--- config.mk ---
export PLATFORM = sky130hd
export DESIGN_NAME = branch_resolve_unit_flat
export DESIGN_NICKNAME = d
export VERILOG_FILES = /design/src/rtl/branch_resolve_unit_pkg.sv /design/src/rtl/branch_resolve_unit_if.sv /design/src/rtl/branch_resolve_unit_branch_info_fifo.sv /design/src/rtl/branch_resolve_unit.sv /design/src/flat_wrapper.sv
export SDC_FILE = /design/constraint.sdc
export NUM_CORES = 1
export LEC_CHECK = 0
export ABC_AREA = 1
export CAP_MARGIN = 20
export CORE_ASPECT_RATIO = 1.25
export CORE_MARGIN = 1.5
export CORE_UTILIZATION = 46
export CTS_CLUSTER_SIZE = 14
export DETAILED_ROUTE_END_ITERATION = 10
export DONT_BUFFER_PORTS = 1
export PLACE_DENSITY_LB_ADDON = 0.05
export REMOVE_ABC_BUFFERS = 1
export SLEW_MARGIN = 40
export SYNTH_ARGS = -nofsm -noshare
export SYNTH_HDL_FRONTEND = slang
export SYNTH_SLANG_ARGS = --single-unit
--- constraint.sdc ---
create_clock -name clk -period 4.64 [get_ports clk]
set_clock_uncertainty 0.2 [all_clocks]
set_input_delay 0.696 -clock clk [delete_from_list [all_inputs] [get_ports clk]]
set_output_delay 0.696 -clock clk [all_outputs]
set_load 0.02 [all_outputs]
--- src/rtl/branch_resolve_unit_pkg.sv ---
// -----------------------------------------------------------------------------
// branch_resolve_unit_pkg
// Shared definitions for the branch resolve unit slice: default queue depth
// and counter width, the delay-slot offset used for not-taken redirects, and
// the layout of one in-flight branch entry.
// -----------------------------------------------------------------------------
package branch_resolve_unit_pkg;

    localparam int QDEPTH_DEF = 4;
    localparam int CNT_W_DEF  = 32;

    // A not-taken branch falls through past its delay slot.
    localparam logic [31:0] DELAY_SLOT_OFFSET = 32'd8;

    typedef struct packed {
        logic [31:0] pc;
        logic        predTake;
    } branchEntry_t;

    // Fall-through fetch address; wraps modulo 2^32.
    function automatic logic [31:0] fallThroughPc(input logic [31:0] pc);
        return pc + DELAY_SLOT_OFFSET;
    endfunction

endpackage

--- src/rtl/branch_resolve_unit_if.sv ---
// -----------------------------------------------------------------------------
// branch_resolve_unit_if
// Bundles the pipeline-facing signals of the branch resolve unit.
//   D stage  : branchD, pred_takeD, pcD, stallD, flushD      (pipeline -> unit)
//   E stage  : resolve_validE, actual_takeE, targetE          (pipeline -> unit)
//   Redirect : mispredict, redirect_pc, stall_req             (unit -> pipeline)
//   Update   : branchM, actual_takeM, pcM                     (unit -> predictor)
//   Status   : branch_cnt, mispred_cnt, q_err                 (unit -> pipeline)
// The master modport is the pipeline side, the slave modport is the unit.
// -----------------------------------------------------------------------------
interface branch_resolve_unit_if
    import branch_resolve_unit_pkg::*;
#(
    parameter int CNT_W = CNT_W_DEF
)
();

    logic             branchD;
    logic             pred_takeD;
    logic [31:0]      pcD;
    logic             stallD;
    logic             flushD;
    logic             resolve_validE;
    logic             actual_takeE;
    logic [31:0]      targetE;
    logic             mispredict;
    logic [31:0]      redirect_pc;
    logic             stall_req;
    logic             branchM;
    logic             actual_takeM;
    logic [31:0]      pcM;
    logic [CNT_W-1:0] branch_cnt;
    logic [CNT_W-1:0] mispred_cnt;
    logic             q_err;

    modport master (
        output branchD, pred_takeD, pcD, stallD, flushD,
        output resolve_validE, actual_takeE, targetE,
        input  mispredict, redirect_pc, stall_req,
        input  branchM, actual_takeM, pcM,
        input  branch_cnt, mispred_cnt, q_err
    );

    modport slave (
        input  branchD, pred_takeD, pcD, stallD, flushD,
        input  resolve_validE, actual_takeE, targetE,
        output mispredict, redirect_pc, stall_req,
        output branchM, actual_takeM, pcM,
        output branch_cnt, mispred_cnt, q_err
    );

endinterface

--- src/rtl/branch_resolve_unit_branch_info_fifo.sv ---
// -----------------------------------------------------------------------------
// branch_info_fifo
// Synchronous circular FIFO of in-flight branch entries.
//   clk, rst  : clock, synchronous active-high reset
//   clear     : drop every entry after this cycle's pop
//   push      : write pushData at the tail (caller guarantees room)
//   pop       : retire the head entry (caller guarantees non-empty)
//   full/empty: occupancy flags
//   head      : oldest entry, valid whenever empty is low
// Pointers carry one extra wrap bit so full and empty are distinguishable.
// -----------------------------------------------------------------------------
module branch_info_fifo
    import branch_resolve_unit_pkg::*;
#(
    parameter int DEPTH = QDEPTH_DEF
)
(
    input  logic         clk,
    input  logic         rst,
    input  logic         clear,
    input  logic         push,
    input  branchEntry_t pushData,
    input  logic         pop,
    output logic         full,
    output logic         empty,
    output branchEntry_t head
);

    localparam int AW = $clog2(DEPTH);
    localparam int PW = AW + 1;
    localparam logic [AW:0] PTR_ONE = PW'(1);

    logic [AW:0]  wrPtr;
    logic [AW:0]  rdPtr;
    logic [AW:0]  rdNext;
    branchEntry_t mem [DEPTH];

    assign rdNext = pop ? rdPtr + PTR_ONE : rdPtr;
    assign empty  = (wrPtr == rdPtr);
    assign full   = (wrPtr[AW] != rdPtr[AW]) && (wrPtr[AW-1:0] == rdPtr[AW-1:0]);
    assign head   = mem[rdPtr[AW-1:0]];

    // Pointer update. A clear collapses the queue onto the post-pop read
    // pointer, so anything written this cycle is discarded with it.
    always_ff @(posedge clk) begin
        if (rst) begin
            wrPtr <= '0;
            rdPtr <= '0;
        end else begin
            rdPtr <= rdNext;
            if (clear) begin
                wrPtr <= rdNext;
            end else if (push) begin
                wrPtr <= wrPtr + PTR_ONE;
            end
        end
    end

    // Entry storage needs no reset; only the pointers define validity.
    always_ff @(posedge clk) begin
        if (push) begin
            mem[wrPtr[AW-1:0]] <= pushData;
        end
    end

endmodule

--- src/rtl/branch_resolve_unit.sv ---
// -----------------------------------------------------------------------------
// branch_resolve_unit
// Tracks branches predicted in D, resolves them in order against the E-stage
// outcome, raises a registered mispredict/redirect, feeds the outcome back to
// the predictor one cycle later and keeps saturating accuracy counters.
//   clk, rst : clock, synchronous active-high reset
//   bus      : branch_resolve_unit_if slave (D inputs, E inputs, redirect,
//              predictor update, counters and sticky queue error)
// -----------------------------------------------------------------------------
module branch_resolve_unit
    import branch_resolve_unit_pkg::*;
#(
    parameter int QDEPTH = QDEPTH_DEF,
    parameter int CNT_W  = CNT_W_DEF
)
(
    input  logic                  clk,
    input  logic                  rst,
    branch_resolve_unit_if.slave  bus
);

    localparam logic [CNT_W-1:0] CNT_ONE = CNT_W'(1);
    localparam logic [CNT_W-1:0] CNT_MAX = '1;

    branchEntry_t     head;
    branchEntry_t     newEntry;
    logic             full;
    logic             empty;
    logic             deq;
    logic             misNext;
    logic             enq;

    logic             mispredictQ;
    logic [31:0]      redirectQ;
    logic             branchMQ;
    logic             takeMQ;
    logic [31:0]      pcMQ;
    logic [CNT_W-1:0] branchCnt;
    logic [CNT_W-1:0] mispredCnt;
    logic             qErrQ;

    // A full queue may still accept a branch when the head retires in the
    // same cycle. A mispredict blocks enqueue because the D-stage branch is
    // on the wrong path.
    always_comb begin
        deq      = bus.resolve_validE & ~empty;
        misNext  = deq & (head.predTake != bus.actual_takeE);
        enq      = bus.branchD & ~bus.stallD & ~bus.flushD & (~full | deq) & ~misNext;
        newEntry = '{pc: bus.pcD, predTake: bus.pred_takeD};
    end

    branch_info_fifo #(
        .DEPTH    (QDEPTH)
    ) u_fifo (
        .clk      (clk),
        .rst      (rst),
        .clear    (misNext),
        .push     (enq),
        .pushData (newEntry),
        .pop      (deq),
        .full     (full),
        .empty    (empty),
        .head     (head)
    );

    // Resolution, predictor update and counters. Redirect, update data and
    // counters hold between events; counters stop at all-ones.
    always_ff @(posedge clk) begin
        if (rst) begin
            mispredictQ <= 1'b0;
            redirectQ   <= '0;
            branchMQ    <= 1'b0;
            takeMQ      <= 1'b0;
            pcMQ        <= '0;
            branchCnt   <= '0;
            mispredCnt  <= '0;
            qErrQ       <= 1'b0;
        end else begin
            mispredictQ <= misNext;
            branchMQ    <= deq;
            if (misNext) begin
                redirectQ <= bus.actual_takeE ? bus.targetE : fallThroughPc(head.pc);
            end
            if (deq) begin
                takeMQ <= bus.actual_takeE;
                pcMQ   <= head.pc;
            end
            if (deq && (branchCnt != CNT_MAX)) begin
                branchCnt <= branchCnt + CNT_ONE;
            end
            if (misNext && (mispredCnt != CNT_MAX)) begin
                mispredCnt <= mispredCnt + CNT_ONE;
            end
            if (bus.resolve_validE && empty) begin
                qErrQ <= 1'b1;
            end
        end
    end

    assign bus.stall_req    = full & bus.branchD;
    assign bus.mispredict   = mispredictQ;
    assign bus.redirect_pc  = redirectQ;
    assign bus.branchM      = branchMQ;
    assign bus.actual_takeM = takeMQ;
    assign bus.pcM          = pcMQ;
    assign bus.branch_cnt   = branchCnt;
    assign bus.mispred_cnt  = mispredCnt;
    assign bus.q_err        = qErrQ;

endmodule

--- src/flat_wrapper.sv ---
// flat-port wrapper written by rule: the top's interface ports become plain ports
module branch_resolve_unit_flat import branch_resolve_unit_pkg::*;
#(
    parameter int QDEPTH = QDEPTH_DEF,
    parameter int CNT_W  = CNT_W_DEF
)
  (clk, rst, bus_branchD, bus_pred_takeD, bus_pcD, bus_stallD, bus_flushD, bus_resolve_validE, bus_actual_takeE, bus_targetE, bus_mispredict, bus_redirect_pc, bus_stall_req, bus_branchM, bus_actual_takeM, bus_pcM, bus_branch_cnt, bus_mispred_cnt, bus_q_err);
  branch_resolve_unit_if #(.CNT_W(CNT_W)) bus_i ();
  input  logic clk;
  input  logic rst;
  input wire logic [$bits(bus_i.branchD)-1:0] bus_branchD;
  input wire logic [$bits(bus_i.pred_takeD)-1:0] bus_pred_takeD;
  input wire logic [$bits(bus_i.pcD)-1:0] bus_pcD;
  input wire logic [$bits(bus_i.stallD)-1:0] bus_stallD;
  input wire logic [$bits(bus_i.flushD)-1:0] bus_flushD;
  input wire logic [$bits(bus_i.resolve_validE)-1:0] bus_resolve_validE;
  input wire logic [$bits(bus_i.actual_takeE)-1:0] bus_actual_takeE;
  input wire logic [$bits(bus_i.targetE)-1:0] bus_targetE;
  output wire logic [$bits(bus_i.mispredict)-1:0] bus_mispredict;
  output wire logic [$bits(bus_i.redirect_pc)-1:0] bus_redirect_pc;
  output wire logic [$bits(bus_i.stall_req)-1:0] bus_stall_req;
  output wire logic [$bits(bus_i.branchM)-1:0] bus_branchM;
  output wire logic [$bits(bus_i.actual_takeM)-1:0] bus_actual_takeM;
  output wire logic [$bits(bus_i.pcM)-1:0] bus_pcM;
  output wire logic [$bits(bus_i.branch_cnt)-1:0] bus_branch_cnt;
  output wire logic [$bits(bus_i.mispred_cnt)-1:0] bus_mispred_cnt;
  output wire logic [$bits(bus_i.q_err)-1:0] bus_q_err;
  assign bus_i.branchD = bus_branchD;
  assign bus_i.pred_takeD = bus_pred_takeD;
  assign bus_i.pcD = bus_pcD;
  assign bus_i.stallD = bus_stallD;
  assign bus_i.flushD = bus_flushD;
  assign bus_i.resolve_validE = bus_resolve_validE;
  assign bus_i.actual_takeE = bus_actual_takeE;
  assign bus_i.targetE = bus_targetE;
  assign bus_mispredict = bus_i.mispredict;
  assign bus_redirect_pc = bus_i.redirect_pc;
  assign bus_stall_req = bus_i.stall_req;
  assign bus_branchM = bus_i.branchM;
  assign bus_actual_takeM = bus_i.actual_takeM;
  assign bus_pcM = bus_i.pcM;
  assign bus_branch_cnt = bus_i.branch_cnt;
  assign bus_mispred_cnt = bus_i.mispred_cnt;
  assign bus_q_err = bus_i.q_err;
  branch_resolve_unit #(.QDEPTH(QDEPTH), .CNT_W(CNT_W)) u_core (.clk(clk), .rst(rst), .bus(bus_i));
endmodule
==> run metrics <==
Slew @ Worst Pin=0.885 ns; Min Clock Period, post-route=3.44 ns; DR vias=10400; Routed Antenna Nets=0; number of global-route vias before repair=9868; GRT Util Overall=24.4%; Ports=205; Yosys top cell by area=edfxtp_1; number of DRC markers in iteration 0=615; Core ar.=0.0270 sq mm; DRC viols=0; Routed WL=35.8 mm; final hold violations=0; htree depth=1; run status=finished, final reports clean; ANT cells=0; commonest cells after routing, fill and taps aside=488 x nand2_1, 136 x dfxtp_1, 135 x nor2_1; clk_lat worst skew=0.56 ns; Pwr Total=8.71 mW; critical path class=flip-flop to flip-flop; #FFs+latches synth=270; Peak VDD IR=354 uV; Clock Tree Root=clkbuf_16; Rel. slew slack=40.8%; Starting Density=47.2%; crit share post-route=74.1%; first-pass GRT wire length=55.5 mm; placed cell count=1866; CTS tree=yes; Final Slew Violations=0; GRT overflow=0; Fmax=291 MHz; average wire per standard cell=18.6 microns; clock sink count=270; HPWL after detailed placement=24.2 mm; Post-synth EDFFs=132; fin util=51.6%; LEAKAGE=5.30 nW; worst r2r dst=u_core.u_fifo.mem[2][26]$_DFFE_PP_; DP Area=0.0130 sq mm; Yosys cell types=42; worst-path fanout max=24; Final setup viols=0; clk slew on worst S/H paths=0.06 ns; worst r2r src=u_core.u_fifo.rdPtr[0]$_SDFF_PP0_; Die Wd=152 microns; Die H=189 microns; Worst Setup Slack, final=1.20 ns; PostCTS Resize Cnt=0; Post-layout nets=1634; Synth Area per Inst=8.09 sq um; Cells after Synth=1573; row count=67; share of layout cells above drive strength 1=6.85%; Top FF cell, synth=dfxtp_1; Syn. warnings=0; Vias/cell=5.42; top cell type's share of synthesized area=31.1%; path category of the worst min-delay check=primary input to flip-flop; RSZ-0062 raised after global routing=false; Setup WS pre-CTS=1.20 ns; min-delay src=rst; die area=0.0287 sq mm; hold path endpoint=u_core.bus.redirect_pc[24]$_SDFFE_PP0P_; setup TNS=0 ns; Num CTS Buffers=29; Mapped Area=0.0127 sq mm; Port Buffer Count=0; FFs w/ async S/R, synth=0%; drt first pass iters=5; CP Data Arrival Time=3.44 ns; pwr dens=625 mW/mm^2; RePlAce Congestion=0.870; Reg2Reg Setup Slack=1.20 ns; crit end category=flip-flop; Worst Hold Path Cells=1; CP Data Required Time=4.64 ns; startpoint types=flip-flop; Longest Clk Path Bufs=3; register area share after synthesis=52.8%; max-cap check violation count=0; hold_ws=0.0225 ns; Synth area leaders=edfxtp_1 31%, dfxtp_1 22%, nand2_1 14%, a21oi_1 5.1%, nor2_1 4.1%; post-route cell area=0.0139 sq mm; most common cell after layout, fill and taps aside=nand2_1; fin cells=1922; largest net degree at the start of global routing=69; initial antenna violation count=0; Synth-to-Final Area Change=9.45%; r2r worst-path depth=8
cell families (layout without fill, tap and decap cells):
family,count (synthesis),after routing,synth area share [%]
flip-flops,270,270,52.8
adder cells (fa/ha/maj),8,8,0.786
AO/OA/AOI/OAI,243,243,9.96
XOR/XNOR,31,31,2.13
AND/OR/NAND/NOR,835,835,27.9
buffers and inverters,186,190,6.39
critical path, cell delays in order, from the launching register on:
cell and delay (ns):
dfxtp_2 0.63, xnor2_1 0.20, nand3_1 0.14, nand2_2 0.19
inv_2 0.06, nand2_2 0.38, nand2_1 0.36, nor2_4 0.45
buf_4 0.46
cells in the mapped netlist (3+ instances only):
library cell and n:
a31oi_1 8, nand2_1 488, edfxtp_1 132, nor2_4 6
xnor2_1 9, xor2_1 22, nand4_1 20, ha_1 8
inv_2 7, nand2_2 11, o21ai_1 5, inv_1 111
buf_6 8, nor2_1 139, nor3_1 34, dfxtp_1 138
buf_4 5, nor4_1 7, buf_2 20, o21ai_0 88
nand3_2 3, clkbuf_1 32, nor2_2 11, nand3_1 104
nor3b_1 7, a21oi_1 129
routing by layer:
layer,global-route usage (%),vias up,routed length (microns)
met4,8.48,0,1240
li1,-,5180,-
met1,29.1,4877,14600
met2,43.0,282,17600
met5,0,-,0
met3,5.86,72,2370
state kept, by name, summed over array words and instances, names as in the netlist:
name                     cells
u_core.bus.mispred_cnt      32
u_core.bus.branch_cnt       32
u_core.bus.branchM           1
u_core.bus.redirect_pc      32
u_core.u_fifo.rdPtr          3
u_core.u_fifo.wrPtr          3
u_core.bus.pcM              32
u_core.bus.mispredict        1
u_core.bus.actual_takeM      1
u_core.u_fifo.mem          132
u_core.bus.q_err             1
layout make-up:
cell class	instances	area, sq um
fillers	2637	13100
flip-flops and latches	270	6730
multi-input cells	1117	5230
clock buffers	32	747
inverters	120	450
well taps	345	432
clock inverters	22	210
repair buffers	16	138
worst max-delay path by stage:
| stage | start | to | cells after the start |
|---|---|---|---|
| final | u_core.u_fifo.rdPtr[0]$_SDFF_PP0_ | u_core.u_fifo.mem[2][26]$_DFFE_PP_ | 8 |
| after detailed placement | u_core.u_fifo.rdPtr[0]$_SDFF_PP0_ | u_core.u_fifo.mem[2][27]$_DFFE_PP_ | 8 |
| after CTS | u_core.u_fifo.rdPtr[0]$_SDFF_PP0_ | u_core.u_fifo.mem[2][26]$_DFFE_PP_ | 8 |
| after global routing | u_core.u_fifo.rdPtr[0]$_SDFF_PP0_ | u_core.u_fifo.mem[2][14]$_DFFE_PP_ | 8 |
| after global placement | u_core.u_fifo.rdPtr[0]$_SDFF_PP0_ | u_core.u_fifo.mem[2][27]$_DFFE_PP_ | 8 |
| after floorplan | u_core.u_fifo.rdPtr[0]$_SDFF_PP0_ | u_core.u_fifo.mem[0][0]$_DFFE_PP_ | 8 |
repair_timing:
action,CTS,global route
buffers inserted,0,0
endpoints found under the hold margin,3,0
hold buffers,2,0
endpoints found under the setup margin,0,0
report_power, final:
part           internal [mW]  switching (mW)  total, mW
Clock                   1.38           0.964       2.34
Combinational          0.762            2.11       2.88
Sequential              2.86           0.632       3.49
Note: power is estimated with default switching activity, not from simulation.
